[config.mk]
export PLATFORM = sky130hd
export DESIGN_NAME = bsg_manycore_host_req_arbiter
export DESIGN_NICKNAME = d
export VERILOG_FILES = /design/src/rtl/bsg_manycore_host_arb_pkg.sv /design/src/rtl/bsg_arb_round_robin.sv /design/src/rtl/bsg_manycore_host_req_arbiter.sv
export SDC_FILE = /design/constraint.sdc
export NUM_CORES = 1
export LEC_CHECK = 0
export ABC_AREA = 1
export BUFFER_PORTS_ARGS = -buffer_cell sky130_fd_sc_hd__clkbuf_2
export CAP_MARGIN = 0
export CORE_AREA = 4 4 285 287
export CTS_CLUSTER_SIZE = 16
export DETAILED_ROUTE_END_ITERATION = 12
export DIE_AREA = 0 0 289 291
export PLACE_DENSITY = 0.36
export SLEW_MARGIN = 0
export SYNTH_ARGS = -nofsm -noshare
export SYNTH_HDL_FRONTEND = slang
export SYNTH_SLANG_ARGS = --single-unit
[constraint.sdc]
create_clock -name clk_i -period 5.5 [get_ports clk_i]
set_input_delay 1.1 -clock clk_i [delete_from_list [all_inputs] [get_ports clk_i]]
set_output_delay 1.1 -clock clk_i [all_outputs]
set_load 0.005 [all_outputs]
[src/rtl/bsg_manycore_host_arb_pkg.sv]
// rtl/bsg_manycore_host_arb_pkg.sv - shared types and constants for the host request arbiter
package bsg_manycore_host_arb_pkg;

  localparam int host_arb_reg_id_width_gp = 5;

  typedef enum logic [1:0] {
    RUN     = 2'd0,
    DRAIN   = 2'd1,
    DRAINED = 2'd2
  } host_arb_state_e;

endpackage

[src/rtl/bsg_arb_round_robin.sv]
// rtl/bsg_arb_round_robin.sv - round-robin arbiter whose pointer moves only when a grant is taken
module bsg_arb_round_robin #(
  parameter int width_p = 4
) (
  input  logic                       clk,
  input  logic                       rst_n,
  input  logic [width_p-1:0]         reqs,
  input  logic                       take,
  output logic [width_p-1:0]         grants,
  output logic [$clog2(width_p)-1:0] grant_idx,
  output logic                       any_req
);

  localparam int idx_w = $clog2(width_p);

  logic [idx_w-1:0] last;
  logic [idx_w-1:0] cand_idx;
  logic             found;

  // Scan requesters starting just after the last-granted one; first hit wins.
  always_comb begin
    grants    = '0;
    grant_idx = '0;
    found     = 1'b0;
    cand_idx  = '0;
    for (int k = 1; k <= width_p; k++) begin
      cand_idx = idx_w'((int'(last) + k) % width_p);
      if (!found && reqs[cand_idx]) begin
        found             = 1'b1;
        grants[cand_idx]  = 1'b1;
        grant_idx         = cand_idx;
      end
    end
  end

  assign any_req = found;

  // Remember the winner only when the grant is actually taken.
  always_ff @(posedge clk or negedge rst_n) begin
    if (!rst_n) begin
      last <= idx_w'(width_p - 1);
    end else if (take && found) begin
      last <= grant_idx;
    end
  end

endmodule

[src/rtl/bsg_manycore_host_req_arbiter.sv]
// rtl/bsg_manycore_host_req_arbiter.sv - shares the host endpoint among requesters; BSG_HOST_ARB_PROFILE_EN adds grant/stall counters
module bsg_manycore_host_req_arbiter
  import bsg_manycore_host_arb_pkg::*;
#(
  parameter int num_req_p         = 4,
  parameter int packet_width_p    = 128,
  parameter int reg_id_lsb_p      = 0,
  parameter int data_width_p      = 32,
  parameter int max_out_credits_p = 16
) (
  input  logic                                   clk_i,
  input  logic                                   reset_n_i,
  input  logic [num_req_p-1:0]                   req_v_i,
  input  logic [num_req_p*packet_width_p-1:0]    req_packet_i,
  output logic [num_req_p-1:0]                   req_ready_o,
  output logic                                   out_v_o,
  output logic [packet_width_p-1:0]              out_packet_o,
  input  logic                                   out_ready_i,
  input  logic                                   returned_v_i,
  input  logic [4:0]                             returned_reg_id_i,
  input  logic [data_width_p-1:0]                returned_data_i,
  output logic                                   returned_yumi_o,
  output logic [num_req_p-1:0]                   resp_v_o,
  output logic [data_width_p-1:0]                resp_data_o,
  input  logic [num_req_p-1:0]                   resp_ready_i,
  input  logic                                   drain_i,
  output logic                                   drained_o,
  output logic [$clog2(max_out_credits_p+1)-1:0] credits_o,
  output logic                                   error_o
);

  localparam int idx_w    = $clog2(num_req_p);
  localparam int credit_w = $clog2(max_out_credits_p + 1);
  localparam int id_w     = host_arb_reg_id_width_gp;
  localparam logic [credit_w-1:0]       credit_max = credit_w'(max_out_credits_p);
  localparam logic [packet_width_p-1:0] id_mask    = packet_width_p'({id_w{1'b1}}) << reg_id_lsb_p;

  host_arb_state_e             state, state_n;
  logic [credit_w-1:0]         credits;
  logic                        out_v;
  logic [packet_width_p-1:0]   out_packet;
  logic                        error;
  logic                        send, ret, can_grant, any_req, grant;
  logic [num_req_p-1:0]        grants;
  logic [idx_w-1:0]            grant_idx;
  logic [packet_width_p-1:0]   sel_packet, stamped;
  logic                        id_ok, sel_ready;

  assign send = out_v & out_ready_i;

  // The registered-but-unsent packet already owns a credit, so it is subtracted here.
  assign can_grant = (state == RUN) && (credits > credit_w'(out_v)) && (!out_v || out_ready_i);
  assign grant     = can_grant & any_req;

  bsg_arb_round_robin #(
    .width_p (num_req_p)
  ) rr (
    .clk       (clk_i),
    .rst_n     (reset_n_i),
    .reqs      (req_v_i),
    .take      (can_grant),
    .grants    (grants),
    .grant_idx (grant_idx),
    .any_req   (any_req)
  );

  assign req_ready_o = can_grant ? grants : '0;

  assign sel_packet = req_packet_i[grant_idx*packet_width_p +: packet_width_p];
  assign stamped    = (sel_packet & ~id_mask) | (packet_width_p'(grant_idx) << reg_id_lsb_p);

  // Route the returned response to the requester named by its reg_id.
  always_comb begin
    resp_v_o  = '0;
    sel_ready = 1'b0;
    id_ok     = returned_reg_id_i < id_w'(num_req_p);
    for (int i = 0; i < num_req_p; i++) begin
      if (returned_reg_id_i == id_w'(i)) begin
        resp_v_o[i] = returned_v_i;
        sel_ready   = resp_ready_i[i];
      end
    end
  end

  // An unroutable response is swallowed so the endpoint never stalls on it.
  assign returned_yumi_o = returned_v_i & (id_ok ? sel_ready : 1'b1);
  assign resp_data_o     = returned_data_i;
  assign ret             = returned_v_i & returned_yumi_o;

  // Outstanding-credit counter; saturates at the maximum on a spurious return.
  always_ff @(posedge clk_i or negedge reset_n_i) begin
    if (!reset_n_i) begin
      credits <= credit_max;
    end else if (ret && !send) begin
      credits <= (credits == credit_max) ? credits : credits + 1'b1;
    end else if (send && !ret) begin
      credits <= credits - 1'b1;
    end
  end

  // Sticky error on bad reg_id or a return with nothing outstanding.
  always_ff @(posedge clk_i or negedge reset_n_i) begin
    if (!reset_n_i) begin
      error <= 1'b0;
    end else if ((returned_v_i && !id_ok) || (ret && credits == credit_max)) begin
      error <= 1'b1;
    end
  end

  // One-entry output stage holding the stamped packet until the endpoint takes it.
  always_ff @(posedge clk_i or negedge reset_n_i) begin
    if (!reset_n_i) begin
      out_v      <= 1'b0;
      out_packet <= '0;
    end else if (grant) begin
      out_v      <= 1'b1;
      out_packet <= stamped;
    end else if (send) begin
      out_v      <= 1'b0;
    end
  end

  // Drain state register.
  always_ff @(posedge clk_i or negedge reset_n_i) begin
    if (!reset_n_i) begin
      state <= RUN;
    end else begin
      state <= state_n;
    end
  end

  // Drain sequencing: stop granting, wait for an empty stage and all credits home.
  always_comb begin
    state_n   = state;
    drained_o = 1'b0;
    case (state)
      RUN:     if (drain_i) state_n = DRAIN;
      DRAIN:   if (!out_v && credits == credit_max) state_n = DRAINED;
      DRAINED: begin
        drained_o = 1'b1;
        if (!drain_i) state_n = RUN;
      end
      default: state_n = RUN;
    endcase
  end

  assign out_v_o      = out_v;
  assign out_packet_o = out_packet;
  assign credits_o    = credits;
  assign error_o      = error;

`ifdef BSG_HOST_ARB_PROFILE_EN
  logic [31:0] grant_count [num_req_p];
  logic [31:0] stall_count;

  // Saturating per-requester grant counts and credit-starvation stall cycles.
  always_ff @(posedge clk_i or negedge reset_n_i) begin
    if (!reset_n_i) begin
      for (int i = 0; i < num_req_p; i++) grant_count[i] <= '0;
      stall_count <= '0;
    end else begin
      for (int i = 0; i < num_req_p; i++) begin
        if (grant && grants[i] && grant_count[i] != '1) grant_count[i] <= grant_count[i] + 1'b1;
      end
      if ((|req_v_i) && state == RUN && credits <= credit_w'(out_v) && stall_count != '1)
        stall_count <= stall_count + 1'b1;
    end
  end

  final begin
    for (int i = 0; i < num_req_p; i++) $display("host_arb grants[%0d] = %0d", i, grant_count[i]);
    $display("host_arb credit stalls = %0d", stall_count);
  end
`endif

endmodule

Word-level counts from Yosys, hierarchy flattened:

Cells that the tools add are included.

* register bits: 139
* input port bits: 562
* output and inout port bits: 177
* logic and storage cells: 119

* add/sub/neg operators: 6
* order comparisons: 10
* equality and inequality tests: 10
* shift-type cells: 1
* muxes and demuxes: 48
* bitwise operators: 8
* reductions and logical operators: 30

Operator list (number)
* variable part select 512 x 10 -> 128 bit: 1
* OR 128 x 2 -> 128 bit: 1
* two-way mux 1 bit: 24
* two-way mux 4 bit: 5
* logical AND 1 bit: 15
* two-way mux 5 bit: 3
* two-way mux 2 bit: 7
* less-than comparator 2 x 3 -> 1 bit, second input constant: 4
* OR 4 bit: 3
* equality test 5 x 2 -> 1 bit, second input constant: 2
* binary-select mux 1 bit (select 2 bit): 4
* demux 1 bit (select 2 bit): 4
* greater-or-equal comparator 2 x 1 -> 1 bit, second input constant: 4
* inequality test 2 bit, second input constant: 4
* logical NOT 1 bit: 7
* one-hot mux 2 bit (3 select lines): 1
* adder 5 x 1 -> 5 bit, second input constant: 1
* equality test 5 x 1 -> 1 bit, second input constant: 1
* equality test 5 bit, second input constant: 1
* > comparator 5 x 1 -> 1 bit: 1
* logical NOT 5 bit: 1
* less-than comparator 5 x 3 -> 1 bit, second input constant: 1
* subtractor 5 x 1 -> 5 bit, second input constant: 1
* adder 2 x 1 -> 2 bit, second input constant: 2
* 9 further kinds: 15

Longest topological paths before layout:

Gate-level depths: netlist of the first run.

* depth after elaboration: 15
* gate-level depth with buffers: 18
* mapped depth without buffers: 18

Hierarchy:

Synthesis of the first run repeated with hierarchy kept, for this count alone.

* cell total of the unflattened synthesis: 1189
* area total of the unflattened synthesis: 10141.0 um2

Modules (own cells, without submodules)
* bsg_manycore_host_req_arbiter: instances 1, cells each 1101, area an instance 9515.4 um2, seq. area each 3354.5 um2
* bsg_arb_round_robin: instances 1, cells each 88, area an instance 625.6 um2, seq. area each 52.6 um2

Worst setup path after synthesis of the first run:

OpenSTA, ideal clock, no wires.

* kind: input port to output port
* start point: in req_v_i[2]
* end point: out req_ready_o[1]
* arrival: 2.009 ns
* required time: 4.400 ns
* slack: 2.391 ns
* stages on the path: 9
* buffers on the path: 0
* path through: inv_1 nand2_1 nand3_2 nand2_4 nor2_4 nand3_4 o21ai_0 o21ai_0 inv_1

* word-level cells in the longest chain between the ends: 13
* elaborated cells on any way between the ends: 25
* classes of those cells: 16 x mux; 3 x bitwise; 6 x reduce/logical

Ends and longest elaborated chain
* start, declared: line bsg_manycore_host_req_arbiter.sv:13 `input logic [num_req_p-1:0] req_v_i,`
* binary-select mux 1 bit (select 2 bit): line bsg_arb_round_robin.sv:28 `if (!found && reqs[cand_idx]) begin`
* two-way mux 1 bit (implied by the code): line bsg_arb_round_robin.sv:28
* two-way mux 1 bit: line bsg_arb_round_robin.sv:28
* logical NOT 1 bit: line bsg_arb_round_robin.sv:28
* logical AND 1 bit: line bsg_arb_round_robin.sv:28
* two-way mux 1 bit: line bsg_arb_round_robin.sv:28
* logical NOT 1 bit: line bsg_arb_round_robin.sv:28
* logical AND 1 bit: line bsg_arb_round_robin.sv:28
* two-way mux 1 bit: line bsg_arb_round_robin.sv:28
* logical NOT 1 bit: line bsg_arb_round_robin.sv:28
* logical AND 1 bit: line bsg_arb_round_robin.sv:28
* two-way mux 4 bit *: line bsg_arb_round_robin.sv:28
* two-way mux 4 bit *: line bsg_manycore_host_req_arbiter.sv:67 `assign req_ready_o = can_grant ? grants : '0;`
* end, declared: line bsg_manycore_host_req_arbiter.sv:15 `output logic [num_req_p-1:0] req_ready_o,`

Every way passes the cells marked *; elsewhere a longest branch is shown, timed or not. The select of a mux whose other input is x is not followed.

Final worst setup path of the first run:

* start point: reg rr.last[0]
* end point: out req_ready_o[3]

* word-level cells in the longest chain between the ends: 14
* elaborated cells on any way between the ends: 49
* classes of those cells: 4 x add/sub; 8 x order compare; 24 x mux; 3 x bitwise; 10 x reduce/logical

Ends and longest elaborated chain
* start, declared: line bsg_arb_round_robin.sv:16 `logic [idx_w-1:0] last;`
* start signal, assigned: line bsg_arb_round_robin.sv:41 `last <= idx_w'(width_p - 1);`
* start signal, assigned: line bsg_arb_round_robin.sv:43 `last <= grant_idx;`
* branches (longest 12 deep; another with less-than comparator 2 x 3 -> 1 bit)
* two-way mux 4 bit *: line bsg_arb_round_robin.sv:28
* two-way mux 4 bit *: line bsg_manycore_host_req_arbiter.sv:67

Mark *: on every way between the ends. The select of a mux whose other input is x is not followed.

==> results of run 1 <==
## metrics by stage
step	setup slack, ns	hold slack [ns]	cell area, um2	cells
floorplan	2.39	0.452	12400	2214
global route	1.29	0.494	17000	3810
finish	1.49	0.474	17000	3811
CTS	1.43	0.483	17000	3805
detailed placement	1.45	0.465	16400	3773
global placement	1.42	0.465	16400	3773
## layer usage
layer / up-vias / global-route usage (%) / share of wire (%)
li1: 7604 / - / -
met1: 6611 / 16.5 / 41
met2: 468 / 24.0 / 48
met3: 84 / 3.99 / 7.3
met4: 0 / 5.13 / 3.1
met5: - / 0 / 0
## kinds of logic (layout without fill, tap and decap cells)
logic type	count (synthesis)	in the layout	share of synthesized area [%]
XOR/XNOR	3	3	0.212
buffers and inverters	700	1241	23.6
adder cells (fa/ha/maj)	11	11	1.17
AND/OR/NAND/NOR	1332	1332	46.1
other	1	9	0.0302
AO/OA/AOI/OAI	29	29	1.46
flip-flops	136	136	27.5
## worst max-delay path by stage
stage | startpoint | cells after the start | to
6_report | rr.last[0] | 11 | req_ready_o[3]
5_1_grt | rr.last[0] | 14 | out_packet_o[123]
4_1_cts | rr.last[0] | 11 | req_ready_o[3]
3_5_place_dp | req_v_i[0] | 14 | out_packet_o[25]
3_3_place_gp | req_v_i[0] | 14 | out_packet_o[25]
2_1_floorplan | req_v_i[2] | 9 | req_ready_o[1]
## Yosys cell counts
cell type	number	area share [%]
nand2_1	791	24
xnor2_1	1	0.071
inv_1	525	16
nor2_1	15	0.45
clkbuf_1	30	0.91
dfrtp_1	133	27
inv_2	5	0.15
nand3_1	509	21
o21ai_1	1	0.040
buf_6	5	0.45
buf_4	43	2.6
nand2_4	1	0.091
nor2_4	2	0.18
a21oi_4	1	0.13
nor4_1	1	0.050
a31oi_1	1	0.050
inv_6	1	0.071
nor2_2	1	0.050
o211ai_1	2	0.12
dfstp_2	3	0.64
nand3b_1	1	0.061
a21oi_1	4	0.16
o21ai_0	13	0.52
buf_2	78	3.1
nand3_4	1	0.14
ha_1	10	1.0
nand4_1	3	0.15
o21bai_1	1	0.061
a31o_2	1	0.071
nand3_2	3	0.24
fa_1	1	0.16
xor2_1	2	0.14
o31ai_1	1	0.061
nand2_2	1	0.050
conb_1	1	0.030
a22oi_1	4	0.24
buf_1	13	0.39
nor3_1	3	0.12
## critical path: stages, from the launching register on
cell and delay, ns:
dfstp_2 0.72, inv_6 0.09, ha_1 0.38, inv_1 0.08
nand3_2 0.10, nand2_4 0.10, nor2_4 0.19, nand3_4 0.16
o21ai_0 0.27, o21ai_0 0.12, inv_1 0.10, clkbuf_2 0.13
## report_power, final
part | leakage [nW] | internal [mW] | switching, mW
clock | 0.266 | 0.631 | 0.534
sequential | 1.67 | 1.51 | 0.310
combinational | 9.22 | 3.27 | 6.69
## flip-flops by register name, summed over array words and instances, names as in the netlist
name and count:
rr.last 2, state 2, out_v_o 1, error_o 1, credits_o 5, out_packet_o 125
## final cells by class
| type | count | share of cell area (%) |
|---|---|---|
| inverter | 531 | 11.8 |
| tap | 1050 | 7.73 |
| clock buffer | 20 | 2.63 |
| timing repair buffer | 678 | 21.2 |
| sequential | 136 | 20.0 |
| clock inverter | 12 | 0.611 |
| antenna | 6 | 0.0883 |
| multi-input combinational | 1378 | 35.9 |
==> summary.md, run 1 <==
| Metric | Value |
|---|---|
| Die W | about 290 um |
| CTS root buf | clkbuf_16 |
| Leakage | between 10 and 15 nW |
| Num CTS Buffers | 17 |
| Max-Cap Viols | 0 |
| Headroom to the max-slew limit | approximately a third |
| Total track usage | around 14% |
| HPWL after DPL | 44900 um |
| Largest net degree at the start of global routing | 170 |
| H-tree levels | 4 |
| Synth Cell Area | 12400 um2 |
| Clock latency on the worst-skew pair | between 0.4 and 0.5 ns |
| Crit path DAT | 2.91 ns |
| CTS Hold Bufs | 0 |
| Initial Util | between 15 and 20% |
| Min Tclk post-route | 4.01 ns |
| Layout cells sized above 1 | 26.5% |
| Hold Crit Depth | 2 |
| Vias per inst | about 3.9 |
| Most common cell after layout, fill and taps aside | nand2_1 |
| Endpoints failing hold | 0 |
| FF+latch count, synth | 136 |
| Clock sink total | roughly 140 |
| Die Height | 291 um |
| Clk pin slew, worst setup/hold paths | about 0.060 ns |
| Synthesized netlist cell count | ~2200 |
| Global-route wire length before repair | approximately 90000 um |
| RSZ-0062 raised after global routing | false |
| Total grt overflow | 0 |
| # resized after CTS | 0 |
| DR iter-0 viols | around 500 |
| TritonCTS clock tree | yes |
| R2R depth | 14 |
| Type of the worst setup path | register to output port |
| R2r setup slk | roughly 1.7 ns |
| GPL Wtd Cong | 0.799 |
| # Post-CTS Setup Buffers | 0 |
| Die ar. | about 84000 um2 |
| Seq/Total Area, Yosys | between 20% and 30% |
| Nature of the critical path endpoint | output port |
| Reg-to-Reg Start | rr.last[0] |
| Total power | between 10 and 15 mW |
| Antenna-violating nets left | 0 |
| Core Util, Final | between 20% and 30% |
| Clock tree buffer depth | 2 |
| Core Rows | 103 |
| IR drop worst, VDD | about 0.57 mV |
| Max Clk Rate | between 200 and 250 MHz |
| DR pass1 iterations | 7 |
| Distinct cells, synth | 38 |
| Core ar. | between 70000 and 80000 um2 |
| Nets | approximately 3300 |
| Clock Skew | 0.0183 ns |
| Required @ worst endpoint | 4.40 ns |
| Hold Path Sink | credits_o[4] |
| Via count | roughly 15000 |
| I/O pin total | 739 |
| Hold Crit Start | credits_o[4] |
| Syn. warnings | 0 |
| Number of global-route vias before repair | between 10000 and 15000 |
| WL/cell | 15.9 um |
| Worst-margin pin slew | 0.979 ns |
| Drc violations | 0 |
| Setup violations, final | 0 |
| Power per cell area | approximately 760 nW/um2 |
| Multi-input logic area | a little over 6000 um2 |
| Status | finished, final reports clean |
| Crit-path max FO | 14 |
| Register area | about 3400 um2 |
| Fin crit share | 72.9% |
| Max-slew violation count | 0 |
| Initial antenna violation count | 7 |
| Layout area overhead | 37.1% |
| CP startpoint kind | register |
| Worst hold path class | register to register |
| Synth Area per Inst | 5.61 um2 |
| Layout fillers | 9436 |
| Port bufs | 651 |
| Setup TNS | 0 ns |
| Commonest cells after routing, fill and taps aside | nand2_1 (790), clkbuf_2 (650), inv_1 (525) |
| Post-Route WL | roughly 60000 um |
| FF-to-FF End | out_packet_o[25] |
Note: power is estimated with default switching activity, not from simulation.
==> inputs of run 2 (changes only) <==
- PLACE_DENSITY: 0.36 -> 0.38
- clock period: 5.5 -> 3.4 ns (I/O delays scaled with it)
==> summary.md, run 2 (synthesis results as in run 1) <==
| Metric | Value |
|---|---|
| Status | finished, final reports clean |
| Psw | 12.5 mW (+66%) |
| Via count | 14900 (+0.63%) |
| Antenna-violating nets left | 0 (unchanged) |
| Leakage | 11.3 nW (+1.7%) |
| Combinational fraction of design power | 77.5% (+0.6 points) |
| Worst-path cell chain | inv_6, ha_1, inv_1, nand3_2, nand2_4, nor2_4, nand3_4, o21ai_0, o21ai_0, inv_1, clkbuf_2 |
| Clock tree buffer depth | 2 (unchanged) |
| Largest net degree at the start of global routing | 127 (-25%) |
| Total grt overflow | 0 (unchanged) |
| Total track usage | 14.2% (+0.26 points) |
| Clk pin slew, worst setup/hold paths | 0.07 ns (about the same) |
| Type of the worst setup path | register to output port |
| Clock latency on the worst-skew pair | 0.47 ns (about the same) |
| Int Power | 9.31 mW (+72%) |
| WL/cell | 16.1 um (+1.4%) |
| Die W | 289 um (unchanged) |
| CP startpoint kind | register |
| Clock Skew | 0.0179 ns (-0.000448 ns) |
| Number of global-route vias before repair | 14800 (+0.85%) |
| Drc violations | 0 (unchanged) |
| DR iter-0 viols | 516 (+4.2%) |
| Most common cell after layout, fill and taps aside | nand2_1 |
| Critical Path Max Stage Delay | 0.57 ns (-0.15 ns) |
| Initial antenna violation count | 6 (-1) |
| Max-Cap Viols | 0 (unchanged) |
| Crit-path max FO | 10 (-4) |
| Setup violations, final | 0 (unchanged) |
| Initial Util | 15.8% (unchanged) |
| Required @ worst endpoint | 2.72 ns (-1.68 ns) |
| IR drop worst, VDD | 0.834 mV (+46%) |
| Max FFs per register | 125 (unchanged) |
| H-tree levels | 4 (unchanged) |
| Crit path DAT | 2.50 ns (-0.41 ns) |
| Core Rows | 103 (unchanged) |
| Clock Power Share | 9.1% (about the same) |
| TritonCTS clock tree | yes |
| Post-Route WL | 61700 um (+2.0%) |
| Endpoints failing hold | 0 (unchanged) |
| Pre-CTS setup slack | 0.324 ns (-1.12 ns) |
| Headroom to the max-slew limit | 45.6% (+11 points) |
| Global-route wire length before repair | 91200 um (+1.3%) |
| # resized after CTS | 0 (unchanged) |
| Clock sink total | 136 (unchanged) |
| FF-to-FF End | out_packet_o[83] |
| Setup TNS | 0 ns (unchanged) |
| Worst Slack Setup Final | 0.224 ns (-1.26 ns) |
| Fin crit share | 93.4% |
| DR pass1 iterations | 5 (-2) |
| Port bufs | 651 (unchanged) |
| Max-slew violation count | 0 (unchanged) |
| # Post-CTS Setup Buffers | 0 (unchanged) |
| Sw frac | 57.4% (-0.80 points) |
| Core ar. | 78600 um2 (unchanged) |
| CTS Hold Bufs | 0 (unchanged) |
| Commonest cells after routing, fill and taps aside | nand2_1 (790), clkbuf_2 (650), inv_1 (525) |
| Power per cell area | 1260 nW/um2 (+65%) |
| Nature of the critical path endpoint | output port |
| Worst hold path class | input pin to async pin |
| Max Clk Rate | approximately 310 MHz |
| Layout cells sized above 1 | 27.2% (+0.66 points) |
| DP Cell Count | 3796 (+0.61%) |
| Num CTS Buffers | 17 (unchanged) |
| Reg-to-Reg Start | rr.last[0] |
| Min Tclk post-route | around 3.2 ns |
| HPWL after DPL | 47100 um (+5.0%) |
| CP max-delay cell | dfstp_2 |
| GPL Wtd Cong | 0.840 (+5.1%) |
| Die Height | 291 um (unchanged) |
| Reg power frac | 13.4% (-0.7 points) |
| RSZ-0062 raised after global routing | false |
| Die ar. | 84100 um2 (unchanged) |
| R2r setup slk | 0.30 ns (-1.37 ns) |
| R2R depth | 16 (+2) |
| CTS root buf | clkbuf_16 |
| I/O pin total | 739 (unchanged) |
| Layout area overhead | 40.0% |
| Hold slack | 0.220 ns (-0.253 ns) |
| Nets | 3340 (+0.75%) |
| Worst-margin pin slew | 0.816 ns (-0.163 ns) |
| Vias per inst | 3.87 (about the same) |
| Layout Cells excl Fill | 3835 (+0.63%) |
[run 2: changes by cell type in the layout (fill, tap and decap cells not counted), moves of 2 or more]
cell / previous run / this run
clkinv_2: 5 / 2
buf_12: 11 / 21
buf_4: 16 / 31
clkbuf_8: 1 / 3
[run 2: worst max-delay path by stage]
stage,startpoint,to,slack (ns),cells past startpoint
after global placement,rr.last[0],out_packet_o[27],0.35,14
final,rr.last[0],req_ready_o[1],0.22,11
after floorplan,rr.last[0],req_ready_o[1],0.80,11
after detailed placement,rr.last[1],out_packet_o[55],0.32,14
after CTS,rr.last[0],req_ready_o[3],0.08,11
after global routing,rr.last[0],req_ready_o[0],0.0007,13
[run 2: worst max-delay path, delay by kind of cell (launching register included)]
kind / cells / cell delay (ns)
buf+inv: 4 / 0.33
flops: 1 / 0.57
compound gates: 2 / 0.28
simple gates: 4 / 0.49
fa+ha+maj: 1 / 0.35
[run 2: cell type report]
class / count / area [um2]
tap: 1050 / 1310
clock inverter: 10 / 120
clock buffer: 22 / 474
multi-input combinational: 1378 / 6120
fill: 9389 / 61200
timing repair buffer: 703 / 3920
sequential: 136 / 3410
inverter: 531 / 2000
antenna: 5 / 12.5
[run 2: power by group through the flow]
stage | Sequential [mW] | Combinational (mW) | Clock, mW
final | 2.92 | 16.9 | 1.99
after global routing | 3.02 | 19.2 | 2.16
after CTS | 2.93 | 17.4 | 2.11
after detailed placement | 2.94 | 17.3 | 0
after global placement | 2.94 | 17.5 | 0
after floorplan | 2.95 | 11.1 | 0
[run 2: per-layer routing]
metal | track usage (%) | vias to the layer above | part of all wire, %
met5 | 0 | - | 0
met4 | 5.41 | 0 | 3.3
met3 | 3.91 | 69 | 7.3
met2 | 23.7 | 494 | 47
met1 | 17.4 | 6634 | 43
li1 | - | 7663 | -
[run 2: through the flow]
stage / area [um2] / power, mW / utilization [%]
5_1_grt: 17400 / 24.4 / 22.1
6_report: 17400 / 21.8 / 22.1
2_1_floorplan: 12400 / 14.0 / -
3_5_place_dp: 16700 / 20.3 / 21.3
4_1_cts: 17300 / 22.4 / 22.1
3_3_place_gp: 16700 / 20.4 / 21.3
